--- config.mk ---
export PLATFORM = sky130hd
export DESIGN_NAME = pb_tap_ctrl
export DESIGN_NICKNAME = d
export VERILOG_FILES = /design/src/rtl/pb_tap_pkg.sv /design/src/rtl/pb_tap_ir.sv /design/src/rtl/pb_tap_ctrl.sv
export SDC_FILE = /design/constraint.sdc
export NUM_CORES = 1
export LEC_CHECK = 0
export CAP_MARGIN = 5
export CORE_MARGIN = 2
export CORE_UTILIZATION = 39
export CTS_BUF_LIST = sky130_fd_sc_hd__clkbuf_8
export CTS_CLUSTER_DIAMETER = 60
export CTS_CLUSTER_SIZE = 12
export DETAILED_ROUTE_END_ITERATION = 12
export PLACE_DENSITY = 0.66
export RECOVER_POWER = 100
export SLEW_MARGIN = 10
export SYNTH_ARGS = -nofsm -noshare
export SYNTH_HDL_FRONTEND = slang
export SYNTH_HIERARCHICAL = 1
export SYNTH_SLANG_ARGS = --single-unit
--- constraint.sdc ---
create_clock -name clk_i -period 1.75 [get_ports clk_i]
set_input_delay 0.2625 -clock clk_i [delete_from_list [all_inputs] [get_ports clk_i]]
set_output_delay 0.2625 -clock clk_i [all_outputs]
set_load 0.005 [all_outputs]
--- src/rtl/pb_tap_pkg.sv ---
// Shared types and default opcodes for the TAP controller and the DR mux.
package pb_tap_pkg;

    typedef enum logic [3:0] {
        StTlr,
        StRti,
        StSelDr,
        StCapDr,
        StShDr,
        StEx1Dr,
        StPaDr,
        StEx2Dr,
        StUpdDr,
        StSelIr,
        StCapIr,
        StShIr,
        StEx1Ir,
        StPaIr,
        StEx2Ir,
        StUpdIr
    } tap_state_e;

    typedef enum logic [1:0] {
        SEL_ZERO = 2'b00,
        SEL_DR   = 2'b01,
        SEL_SCAN = 2'b10,
        SEL_BYP  = 2'b11
    } tdo_sel_e;

    localparam logic [3:0] IDCODE_INSTR_DEF = 4'b0001;
    localparam logic [3:0] SCAN_INSTR_DEF   = 4'b0010;
    localparam logic [3:0] BYPASS_INSTR_DEF = 4'b1111;

endpackage

--- src/rtl/pb_tap_ir.sv ---
// TAP instruction register: capture/shift/update stages plus decode to the DR mux select.
module pb_tap_ir
    import pb_tap_pkg::*;
#(
    parameter int unsigned         IR_WIDTH     = 4,
    parameter logic [IR_WIDTH-1:0] IDCODE_INSTR = IR_WIDTH'(IDCODE_INSTR_DEF),
    parameter logic [IR_WIDTH-1:0] SCAN_INSTR   = IR_WIDTH'(SCAN_INSTR_DEF),
    parameter logic [IR_WIDTH-1:0] RESET_INSTR  = IR_WIDTH'(BYPASS_INSTR_DEF)
) (
    input  logic                clk_i,
    input  logic                rst_i,
    input  logic                tdi_i,
    input  logic                capture_i,
    input  logic                shift_i,
    input  logic                update_i,
    input  logic                tlr_load_i,
    input  logic                dr_active_i,
    output logic                tdo_o,
    output tdo_sel_e            sel_o,
    output logic [IR_WIDTH-1:0] ir_o
);

    localparam logic [IR_WIDTH-1:0] CAPTURE_VAL = IR_WIDTH'(2'b01);

    logic [IR_WIDTH-1:0] sreg_q, sreg_d;
    logic [IR_WIDTH-1:0] ir_q, ir_d;

    always_comb begin
        sreg_d = sreg_q;
        if (capture_i) begin
            sreg_d = CAPTURE_VAL;
        end else if (shift_i) begin
            sreg_d = {tdi_i, sreg_q[IR_WIDTH-1:1]};
        end
    end

    // Reaching Test-Logic-Reset wins over any pending update.
    always_comb begin
        ir_d = ir_q;
        if (tlr_load_i) begin
            ir_d = RESET_INSTR;
        end else if (update_i) begin
            ir_d = sreg_q;
        end
    end

    always_ff @(posedge clk_i or posedge rst_i) begin
        if (rst_i) begin
            sreg_q <= '0;
            ir_q   <= RESET_INSTR;
        end else begin
            sreg_q <= sreg_d;
            ir_q   <= ir_d;
        end
    end

    always_comb begin
        sel_o = SEL_ZERO;
        if (dr_active_i) begin
            if (ir_q == IDCODE_INSTR) begin
                sel_o = SEL_DR;
            end else if (ir_q == SCAN_INSTR) begin
                sel_o = SEL_SCAN;
            end else begin
                sel_o = SEL_BYP;
            end
        end
    end

    assign tdo_o = sreg_q[0];
    assign ir_o  = ir_q;

endmodule

--- src/rtl/pb_tap_ctrl.sv ---
// IEEE 1149.1 TAP controller: 16-state FSM, instruction register and DR strobes.
// Define PB_TAP_IDCODE_DEFAULT_EN to make IDCODE the reset instruction instead of BYPASS.
module pb_tap_ctrl
    import pb_tap_pkg::*;
#(
    parameter int unsigned         IR_WIDTH     = 4,
    parameter logic [IR_WIDTH-1:0] IDCODE_INSTR = IR_WIDTH'(IDCODE_INSTR_DEF),
    parameter logic [IR_WIDTH-1:0] SCAN_INSTR   = IR_WIDTH'(SCAN_INSTR_DEF),
    parameter logic [IR_WIDTH-1:0] BYPASS_INSTR = {IR_WIDTH{1'b1}}
) (
    input  logic                clk_i,
    input  logic                rst_i,
    input  logic                tms_i,
    input  logic                tdi_i,
    output logic [1:0]          sel_o,
    output logic                capture_dr_o,
    output logic                shift_dr_o,
    output logic                update_dr_o,
    output logic                tlr_o,
    output logic                ir_shift_o,
    output logic                ir_tdo_o,
    output logic [IR_WIDTH-1:0] ir_o
);

`ifdef PB_TAP_IDCODE_DEFAULT_EN
    localparam logic [IR_WIDTH-1:0] RESET_INSTR = IDCODE_INSTR;
`else
    localparam logic [IR_WIDTH-1:0] RESET_INSTR = BYPASS_INSTR;
`endif

    tap_state_e state_q, state_d;
    tdo_sel_e   sel;
    logic       dr_active;

    always_comb begin
        state_d = state_q;
        unique case (state_q)
            StTlr:   state_d = tms_i ? StTlr   : StRti;
            StRti:   state_d = tms_i ? StSelDr : StRti;
            StSelDr: state_d = tms_i ? StSelIr : StCapDr;
            StCapDr: state_d = tms_i ? StEx1Dr : StShDr;
            StShDr:  state_d = tms_i ? StEx1Dr : StShDr;
            StEx1Dr: state_d = tms_i ? StUpdDr : StPaDr;
            StPaDr:  state_d = tms_i ? StEx2Dr : StPaDr;
            StEx2Dr: state_d = tms_i ? StUpdDr : StShDr;
            StUpdDr: state_d = tms_i ? StSelDr : StRti;
            StSelIr: state_d = tms_i ? StTlr   : StCapIr;
            StCapIr: state_d = tms_i ? StEx1Ir : StShIr;
            StShIr:  state_d = tms_i ? StEx1Ir : StShIr;
            StEx1Ir: state_d = tms_i ? StUpdIr : StPaIr;
            StPaIr:  state_d = tms_i ? StEx2Ir : StPaIr;
            StEx2Ir: state_d = tms_i ? StUpdIr : StShIr;
            StUpdIr: state_d = tms_i ? StSelDr : StRti;
        endcase
    end

    always_ff @(posedge clk_i or posedge rst_i) begin
        if (rst_i) begin
            state_q <= StTlr;
        end else begin
            state_q <= state_d;
        end
    end

    assign dr_active = (state_q inside {StCapDr, StShDr, StEx1Dr, StPaDr, StEx2Dr, StUpdDr});

    pb_tap_ir #(
        .IR_WIDTH     (IR_WIDTH),
        .IDCODE_INSTR (IDCODE_INSTR),
        .SCAN_INSTR   (SCAN_INSTR),
        .RESET_INSTR  (RESET_INSTR)
    ) u_ir (
        .clk_i       (clk_i),
        .rst_i       (rst_i),
        .tdi_i       (tdi_i),
        .capture_i   (state_q == StCapIr),
        .shift_i     (state_q == StShIr),
        .update_i    (state_q == StUpdIr),
        .tlr_load_i  (state_d == StTlr),
        .dr_active_i (dr_active),
        .tdo_o       (ir_tdo_o),
        .sel_o       (sel),
        .ir_o        (ir_o)
    );

    assign sel_o        = sel;
    assign capture_dr_o = (state_q == StCapDr);
    assign shift_dr_o   = (state_q == StShDr);
    assign update_dr_o  = (state_q == StUpdDr);
    assign tlr_o        = (state_q == StTlr);
    assign ir_shift_o   = (state_q == StShIr);

endmodule

# After elaboration in Yosys (flattened, before gate mapping)
# Index checks and enable logic that the tools add are counted.
[totals]
register_bits = 12
wordCells = 48
[classes]
eq_ne = 17
muxes = 20
reduce_logical = 8
[op_table]
columns = ["operator", "n"]
rows = [
  ["$pmux W4 S12", 1],
  ["$eq A4 B4 Y1 const B", 8],
  ["$mux W4", 8],
  ["$eq A4 B3 Y1 const B", 4],
  ["$eq A4 B2 Y1 const B", 3],
  ["$mux W2", 5],
  ["$eq A4 B1 Y1 const B", 2],
  ["$logic_not A4 Y1", 2],
  ["$mux W3", 2],
  ["$reduce_bool A6 Y1", 1],
  ["$mux W1", 4],
  ["$reduce_bool A2 Y1", 2],
  ["$reduce_or A2 Y1", 2],
  ["$reduce_or A3 Y1", 1],
]

# Longest topological paths before layout
# Gate-level depths: netlist of run 1.
[logic_depth]
ltp_word = 5
mapped_depth = 6
mapped_depth_nobuf = 5

# Modules after synthesis
# The synthesis of run 1 kept the hierarchy.
[by_module_without_submodules]
columns = ["mod", "area_each_um2", "cells_each", "seq_area_each_um2", "instances"]
rows = [
  ["pb_tap_ctrl", 392.9, 50, 100.1, 1],
  ["pb_tap_ir", 359.1, 34, 205.2, 1],
]

# Worst setup path before layout of run 1
# Ideal clock, no wire load.
[synth_path]
kind = "reg2out"
startpoint = "reg state_q[0]"
endpoint = "out sel_o[0]"
slack_ns = 0.313
required_time_ns = 1.487
arrival_ns = 1.175
stages_incl_launch_ff = 6
path_cell_list = "dfrtp_1 > buf_2 > nor3_1 > o21bai_1 > inv_1 > a31oi_1"
[synth_via]
elab_chain_len = 3
elab_cells_between_ends = 8
[synth_lines]
columns = ["element", "line_no", "text"]
rows = [
  ["start: declaration", "pb_tap_ctrl.sv:31", "tap_state_e state_q, state_d;"],
  ["start signal: assignment", "pb_tap_ctrl.sv:59", "state_q <= StTlr;"],
  ["start signal: assignment", "pb_tap_ctrl.sv:61", "state_q <= state_d;"],
  ["$eq A4 B4 Y1", "n/a", ""],
  ["net update_dr_o", "pb_tap_ctrl.sv:18", "output logic update_dr_o,"],
  ["$reduce_bool A6 Y1", "pb_tap_ctrl.sv:65", "assign dr_active = (state_q inside {StCapDr, StShDr, StEx1Dr, StPaDr, StEx2Dr, StUpdDr});"],
  ["net dr_active", "pb_tap_ctrl.sv:33", "logic dr_active;"],
  ["$mux W2", "pb_tap_ir.sv:59", "if (dr_active_i) begin"],
  ["end: declaration", "pb_tap_ctrl.sv:15", "output logic [1:0] sel_o,"],
]
# The timed path passes the listed nets, and every way through them passes these cells.

# Worst setup path after layout of run 1
[layout_path]
startpoint = "reg state_q[3]"
endpoint = "reg state_q[3]"
[layout_via]
elab_chain_len = 3
elab_cells_between_ends = 20
[layout_lines]
columns = ["element", "line_no", "text"]
rows = [
  ["$eq A4 B4 Y1, or another cell as far along", "pb_tap_ctrl.sv:37", "unique case (state_q)"],
  ["$reduce_or A3 Y1 (no line) or $reduce_or A2 Y1 (tied branches)", "n/a", ""],
  ["$pmux W4 S12 (*)", "pb_tap_ctrl.sv:37", ""],
  ["net state_d[3]", "pb_tap_ctrl.sv:31", ""],
]
# Mark *: on every way through the listed nets, which the timed path passes. The rest lies on a longest branch.
# A chain may end at the register's enable or synchronous reset.

==> impl_metrics.yaml, run 1 <==
detailed_routing:
  vias_per_cell: 5.195
  route.antenna.remaining_nets: 0
  drtIter0Drc: 19
  wirelength_um: 1647
  drt-pass1-iter-count: 4
  drc: 0
  via_count: 691
  route.detailed.wl_per_inst_um: 12.38
grt:
  grt_antenna_before_repair: 0
  grt-ovfl-total: 0
  grt_first_pass_wirelength_um: 2718
  track_usage_pct: 17.59
  grt_pass1_vias: 594
  grt_start_max_net_pins: 14
synthesis:
  netlist_instances: 84
  synth.area.top_cells: "dfrtp_1 (27%), dfstp_2 (14%), mux2i_1 (6.7%)"
  ys_async_sr_fraction_pct: 100.0
  syn-cell-area_um2: 752.0
  synthTopCellsByCount: "dfrtp_1 (8), inv_1 (8), nor2_1 (8), nor3_1 (7), nand2_1 (6)"
  ys_ff_latch: 12
  yosys_warnings: 6
  synth-edff-count: 0
  syn_nets: 88
  ys_seq_area_share_pct: 40.60
  syn_area_per_cell_um2: 8.952
  synth.distinct_cells: 33
  synth_top_area_share_pct: 26.62
  yosys.area.top_type: "dfrtp_1"
  yosys_most_used_dff: "dfrtp_1"
timing:
  max-slew-margin-rel_pct: 68.03
  fin_crit_ns: 1.624
  finalSetupViolations: 0
  worst_slew_pin_slew_ns: 0.4785
  skew_ns: 0.005118
  hold_ws_ns: 0.3808
  rsz0062_at_grt: "false"
  final.setup.worst_slack_ns: 0.1256
  final-hold-violation-count: 0
  max_freq_mhz: 615.6
  slew_viol_final: 0
  finalCritPeriodShare_pct: 92.82
run:
  cap_violations: 0
clock_tree:
  clock_latency_ns: 0.24
  postCtsHoldBufs: 0
  cts_max_level: 1
  cts_tree: "yes"
  cts_root_buffer: "clkbuf_8"
  clock_sinks: 12
  clk_pin_slew_worst_paths_ns: 0.05
  cts.path.max_buffers: 2
  cts_buffers: 3
  cts_setup_buffers: 0
critical_path:
  critPathSlowestCell: "dfrtp_1"
  path_delay_family: "buffers and inverters"
  path_cells: "clkbuf_1, clkbuf_2, nand2_1, nor2_1, buf_4, a2111oi_1"
  cp_max_fo: 12
  endpoint_kind: "register"
  setup.worst_path.class: "register to register"
  rr_startpoint: "state_q[3]"
  required_ns: 1.85
  cp_num_buf_inv: 3
  cp-startpoint: "state_q[3]"
  max_stage_delay_ns: 0.41
  crit_path_start_kind: "register"
  cp_data_arrival_time_ns: 1.73
floorplan:
  die_h_um: 47.91
  ioPinCount: 16
  coreArea_um2: 1764
  start_util_pct: 42.62
  die_x_um: 47.91
  fp-row-count: 15
  die_area_um2: 2295
placement:
  port_buffers: 15
  routabilityCongestion: 0.7526
  hpwlAfterDp_um: 1305
  pre_cts_ws_ns: -0.08753
status:
  status: "finished, final reports clean"
power:
  p_total_w: 0.001815
  power.leakage_nw: 0.4540
  cellPowerDensity_nw_per_um2: 1795
  ir_drop_mv: 1.112
cells_and_area:
  nets: 114
  num_antenna_cells: 0
  area_growth_pct: 34.44
  n_fill_cell: 178
  drive_gt1_share_pct: 21.30
hold_path:
  hold_class: "primary input to asynchronous set/reset pin"
## sequential cells by signal, indices dropped and copies added (netlist names)
| name | cells |
|---|---|
| u_ir/ir_o | 4 |
| state_q | 4 |
| u_ir/sreg_q | 4 |
## what timing repair did
action,CTS,global route
endpoints found under the setup margin,7,2
hold endpoints to repair,0,0
pin swaps,1,1
gates resized for setup,15,1
## where the power goes
part | leakage (nW) | internal [W] | switching, W
sequential | 0.143 | 0.000442 | 0.0000991
combinational | 0.290 | 0.000501 | 0.000528
clock | 0.0216 | 0.000151 | 0.0000944
total | 0.454 | 0.00109 | 0.000721
## cells by family after synthesis
group / count (synthesis) / synth area share, %
AO/OA/AOI/OAI: 17 / 17.64
XOR/XNOR: 2 / 2.330
buffers and inverters: 15 / 10.32
flip-flops: 12 / 40.60
multiplexers: 5 / 6.656
AND/OR/NAND/NOR: 33 / 22.46
## placed cells by master (no fill, tap or decap), types with 3 or more instances in the layout
master,instances
dlygate4sd3_1,6
inv_1,8
o211ai_1,3
buf_4,10
dfrtp_1,8
clkbuf_1,3
a21oi_1,3
dlygate4sd2_1,5
nor3_1,6
clkbuf_8,3
nand2_1,6
nor2_1,8
mux2i_1,5
dfstp_2,4
## layout make-up
type                            instances  area (um2)  area share (%)
Timing Repair Buffer                   28       220.2           21.78
Tap cell                               25       31.28           3.094
Sequential cell                        12       305.3           30.20
Multi-Input combinational cell         57       382.9           37.87
Clock buffer                            3       41.29           4.084
Inverter                                8       30.03           2.970
## routing by layer
layer	vias up	wire [um]	part of all wire, %	global-route usage [%]
met4	0	17	1.0	4.865
li1	341	-	-	-
met1	330	706	43	21.81
met5	-	0	0	0
met2	16	847	51	28.00
met3	4	77	4.7	7.547
## per-stage QoR
step	cell area, um2	util, %	cells	TNS (ns)
4_1_cts	1021	57.87	133	0
3_3_place_gp	983.4	55.74	130	-0.06557
2_1_floorplan	752.0	-	84	0
3_5_place_dp	983.4	55.74	130	-0.1700
5_1_grt	1011	57.30	133	0
6_report	1011	57.30	133	0
## final timing paths
path | end | slack (ns) | cells past startpoint
worst min-delay path | state_q[0] | 0.38 | 2
max in group asynchronous | u_ir/ir_o[2] | 1.03 | 2
worst max register to register | state_q[3] | 0.13 | 6
worst min register to register | u_ir/ir_o[3] | 0.53 | 2
min in group clk_i | u_ir/ir_o[3] | 0.53 | 2
worst max-delay path | state_q[3] | 0.13 | 6
No activity file was read; power rests on OpenSTA's default activity.
==> inputs of run 2 (changes only) <==
PLACE_DENSITY = 0.65   (was 0.66)
REMOVE_ABC_BUFFERS = 1   (was unset)
SYNTH_HIERARCHICAL = unset   (was 1)
clock period = 1.8 ns   (was 1.75 ns; I/O delays follow)
==> impl_metrics.yaml, run 2 <==
clock_tree:
  cts.path.max_buffers: 2
  clock_latency_ns: 0.24
  clock_sinks: 12
  cts_root_buffer: "clkbuf_8"
  cts_tree: "yes"
  cts_buffers: 3
  clk_pin_slew_worst_paths_ns: 0.05
  postCtsHoldBufs: 0
  cts_max_level: 1
timing:
  max-slew-margin-rel_pct: 69.10
  skew_ns: 0.006142
  slew_viol_final: 0
  totalNegativeSetupSlack_ns: 0
  final-hold-violation-count: 0
  finalCritPeriodShare_pct: 97.97
  worst_slew_pin_slew_ns: 0.4630
  finalSetupViolations: 0
  fin_crit_ns: 1.763
  rsz0062_at_grt: "true"
  max_freq_mhz: 567.1
critical_path:
  reg2reg_to: "u_ir.ir_o[2]"
  r2r.worst_path.cells: 5
  cp_num_buf_inv: 2
  crit_path_start_kind: "register"
  max_stage_delay_ns: 0.38
  reg2reg_slack_ns: 0.51
  rr_startpoint: "state_q[1]"
  cp_max_fo: 3
  endpoint_kind: "primary output"
  critPathSlowestCell: "dfrtp_1"
  path_cells: "buf_6, nor4b_4, o21ba_4, a31oi_1, buf_2"
  path_delay_family: "flip-flops"
  required_ns: 1.53
  cp_data_arrival_time_ns: 1.49
  setup.worst_path.class: "register to primary output"
floorplan:
  coreArea_um2: 1942
  fp-row-count: 16
  die_x_um: 49.14
  start_util_pct: 40.91
  die_area_um2: 2414
  die_h_um: 49.14
  ioPinCount: 16
synthesis:
  synth_top_area_share_pct: 25.20
  yosys_warnings: 0
  ys_seq_area_share_pct: 38.43
  synth-edff-count: 0
  syn_area_per_cell_um2: 9.132
  yosys.area.top_type: "dfrtp_1"
  synthMostInstantiatedCell: "nand2_1"
  ys_async_sr_fraction_pct: 100.0
  synthTopCellsByCount: "nand2_1 (15), dfrtp_1 (8), nand2b_1 (5), o21ai_0 (5)"
  synth.distinct_cells: 32
  synth.area.top_cells: "dfrtp_1 (25%), dfstp_2 (13%), nand2_1 (7.1%)"
  syn-cell-area_um2: 794.5
  netlist_instances: 87
  yosys_most_used_dff: "dfrtp_1"
  ys_ff_latch: 12
power:
  cellPowerDensity_nw_per_um2: 1718
  power.switching_w: 0.0006829
  p_total_w: 0.001762
  clockPowerShare_pct: 13.8
  switching_share_pct: 38.75
  ir_drop_mv: 0.8455
  combPwrFrac_pct: 57.3
  power.leakage_nw: 0.4933
  internal_power_w: 0.001080
  power_frac_seq_pct: 28.9
grt:
  track_usage_pct: 14.13
  grt_antenna_before_repair: 0
  grt_pass1_vias: 590
  grt_first_pass_wirelength_um: 2684
  grt-ovfl-total: 0
  grt_start_max_net_pins: 18
run:
  cap_violations: 0
cells_and_area:
  final_util_pct: 52.84
  n_fill_cell: 192
  num_antenna_cells: 0
  nets: 111
  layout_commonest_cell: "nand2_1"
  drive_gt1_share_pct: 19.81
  final_cell_mix: "nand2_1 (15), dfrtp_1 (8), dlygate4sd3_1 (7)"
  area_growth_pct: 29.13
  design_area_um2: 1026
placement:
  dpl_cell_area_um2: 967.2
  hpwlAfterDp_um: 1172
  port_buffers: 15
  routabilityCongestion: 0.7346
detailed_routing:
  drtIter0Drc: 9
  route.antenna.remaining_nets: 0
  via_count: 664
  vias_per_cell: 4.992
  drc: 0
  drt-pass1-iter-count: 4
  route.detailed.wl_per_inst_um: 12.02
  wirelength_um: 1598
hold_path:
  hold_class: "primary input to asynchronous set/reset pin"
status:
  status: "finished, final reports clean"
## run 2: kinds of logic (layout without fill, tap and decap cells)
group	Yosys count	count (layout)	share of synthesized area (%)
and+or+nand+nor	40	40	30.39
AOI/OAI and AO/OA	18	18	14.49
DFF	12	12	38.42
buffers and inverters	11	30	9.447
muxes	4	4	5.040
xor gates and xnor gates	2	2	2.205
## run 2: metal layers
metal | GRT usage, % | vias to the layer above | wire length, um
li1 | - | 339 | -
met1 | 17.70 | 317 | 740
met2 | 24.32 | 8 | 825
met3 | 3.681 | 0 | 33
met4 | 2.857 | 0 | 0
met5 | 0 | - | 0
## run 2: layout make-up
cell class,count,area [um2],area share [%]
Inverter,3,11.26,1.098
Clock buffer,3,41.29,4.024
Tap cell,27,33.78,3.293
Multi-Input combinational cell,64,421.7,41.10
Clock inverter,1,3.754,0.3659
Timing Repair Buffer,23,209.0,20.37
Sequential cell,12,305.3,29.76
## run 2: through the flow
step / instances / hold slack [ns] / setup slack, ns
floorplan: 79 / 0.1318 / 0.2677
global placement: 128 / 0.4930 / 0.03108
detailed placement: 128 / 0.5127 / -0.01403
CTS: 133 / 0.3537 / -0.03791
global route: 133 / 0.5290 / -0.04120
finish: 133 / 0.4792 / 0.03654
## run 2: repair_timing
item                       in CTS  in global routing
setup endpoints to repair       6                  4
pin swaps                       0                  2
buffers inserted                1                  0
resized for setup               7                 11
## run 2: how the worst max path moves through the flow
stage               startpoint  endpoint  slack (ns)  depth (start not counted)
CTS                 state_q[0]  sel_o[1]       -0.04                          5
floorplan           state_q[3]  sel_o[0]        0.27                          3
finish              state_q[0]  sel_o[1]        0.04                          5
global route        state_q[0]  sel_o[0]       -0.04                          5
global placement    state_q[2]  sel_o[1]        0.03                          4
detailed placement  state_q[2]  sel_o[1]       -0.01                          4
## run 2: worst reg2reg max path, cell delays in order (launching register included)
cell and delay, ns:
dfrtp_1 0.41, buf_4 0.16, buf_4 0.16, nor2_1 0.20, nand3_1 0.19, nand2_1 0.12
## run 2: power by group through the flow
stage / Sequential, W / Clock [W] / Combinational, W
after floorplan: 0.000633 / 0 / 0.000437
after global placement: 0.000517 / 0 / 0.00100
after detailed placement: 0.000525 / 0 / 0.00101
after CTS: 0.000509 / 0.000252 / 0.00102
after global routing: 0.000525 / 0.000263 / 0.00112
final: 0.000509 / 0.000243 / 0.00101
==> inputs of run 3 (changes only) <==
CORE_MARGIN = unset   (was 2)
clock period = 1.9 ns   (was 1.8 ns; I/O delays follow)
==> impl_metrics.yaml, run 3 (synthesis results as in run 2) <==
floorplan:
  die_area_um2: 2222
  fp-row-count: 15
  die_x_um: 47.14
  start_util_pct: 43.64
  ioPinCount: 16
  coreArea_um2: 1821
  die_h_um: 47.14
clock_tree:
  cts_root_buffer: "clkbuf_8"
  clk_pin_slew_worst_paths_ns: 0.05
  cts_max_level: 1
  clock_latency_ns: 0.24
  postCtsHoldBufs: 0
  cts_tree: "yes"
  cts_buffers: 3
  clock_sinks: 12
  cts.path.max_buffers: 2
status:
  status: "finished, final reports clean"
timing:
  totalNegativeSetupSlack_ns: 0
  skew_ns: 0.0008447
  final.setup.worst_slack_ns: 0.08659
  max_freq_mhz: 551.4
  finalSetupViolations: 0
  fin_crit_ns: 1.813
  finalCritPeriodShare_pct: 95.44
  max-slew-margin-rel_pct: 69.63
  rsz0062_at_grt: "false"
  worst_slew_pin_slew_ns: 0.4550
  slew_viol_final: 0
  final-hold-violation-count: 0
critical_path:
  cp_data_arrival_time_ns: 1.53
  critPathSlowestCell: "clkdlybuf4s50_1"
  endpoint_kind: "primary output"
  crit_path_start_kind: "register"
  max_stage_delay_ns: 0.51
  cp-startpoint: "state_q[1]"
  cp_max_fo: 3
  rr_startpoint: "state_q[1]"
  path_cells: "buf_6, nand2_1, nor3b_2, clkdlybuf4s50_1"
  required_ns: 1.62
  setup.worst_path.class: "register to primary output"
power:
  p_total_w: 0.001850
  ir_drop_mv: 0.6719
  power.leakage_nw: 0.5216
  cellPowerDensity_nw_per_um2: 1708
detailed_routing:
  wirelength_um: 1740
  vias_per_cell: 5.346
  drt-pass1-iter-count: 4
  route.detailed.wl_per_inst_um: 12.79
  drtIter0Drc: 13
  route.antenna.remaining_nets: 0
  drc: 0
  via_count: 727
cells_and_area:
  layout_commonest_cell: "nand2_1"
  final_cell_mix: "nand2_1 (15), buf_4 (10), clkdlybuf4s50_1 (9)"
  nets: 116
  final_util_pct: 59.52
  area_growth_pct: 36.38
  drive_gt1_share_pct: 25.23
  num_antenna_cells: 0
grt:
  grt_first_pass_wirelength_um: 2863
  grt_pass1_vias: 662
  track_usage_pct: 19.11
  grt_antenna_before_repair: 0
  grt-ovfl-total: 0
  grt_start_max_net_pins: 18
placement:
  pre_cts_ws_ns: 0.08155
  port_buffers: 15
  routabilityCongestion: 0.7762
  hpwlAfterDp_um: 1063
run:
  cap_violations: 0
hold_path:
  hold_class: "primary input to asynchronous set/reset pin"
-- run 3: cell types whose count changed in the layout (fill, tap and decap cells not counted), sizes merged --
| cell | previous run | this run |
|---|---|---|
| clkdlybuf4s50 | 1 | 9 |
| buf | 10 | 13 |
| clkbuf | 3 | 6 |
| dlygate4sd2 | 3 | 1 |
| inv | 4 | 3 |
| dlygate4sd3 | 7 | 1 |
-- run 3: per-layer routing --
| layer | wire [um] | vias to the layer above | part of all wire, % | GRT usage, % |
|---|---|---|---|---|
| li1 | - | 356 | - | - |
| met1 | 842 | 351 | 48 | 23.99 |
| met2 | 792 | 14 | 46 | 30.00 |
| met3 | 46 | 6 | 2.6 | 3.462 |
| met4 | 59 | 0 | 3.4 | 12.57 |
| met5 | 0 | - | 0 | 0 |
-- run 3: final timing paths --
path,end,slack [ns],depth (start not counted)
max in group asynchronous,u_ir.ir_o[2],1.07,2
worst max register to register,u_ir.ir_o[2],0.54,6
worst max-delay path,ir_shift_o,0.09,4
worst min register to register,u_ir.sreg_q[2],0.52,2
worst min-delay path,state_q[2],0.49,2
min in group clk_i,u_ir.sreg_q[2],0.52,2
-- run 3: where the power goes --
part           total (W)  internal, W  switching (W)  leakage (nW)
sequential      0.000484     0.000390      0.0000948         0.144
combinational    0.00109     0.000581       0.000506         0.349
clock           0.000280     0.000183      0.0000963        0.0288
total            0.00185      0.00115       0.000697         0.522
-- run 3: timing repair --
item	4_1_cts	5_1_grt
setup buffers	7	1
gates resized for setup	8	7
endpoints found under the setup margin	6	6
-- run 3: through the flow --
stage          hold WS (ns)  cells  cell area (um2)
2_1_floorplan        0.1468     79            730.7
3_3_place_gp         0.4938    124            949.7
3_5_place_dp         0.5048    124            949.7
4_1_cts              0.3622    135             1077
5_1_grt              0.5389    136             1084
6_report             0.4894    136             1084
-- run 3: worst max-delay path, delay by kind of cell, from the launching register on --
family	cells	cell delay, ns
DFF	1	0.40
and+or+nand+nor	2	0.24
buffers and inverters	2	0.64
-- run 3: layout make-up --
class | instances | area [um2]
well taps | 25 | 31.28
inverters | 3 | 11.26
fillers | 162 | 737.0
multi-input cells | 64 | 427.9
flip-flops and latches | 12 | 305.3
repair buffers | 28 | 252.7
clock buffers | 4 | 55.05
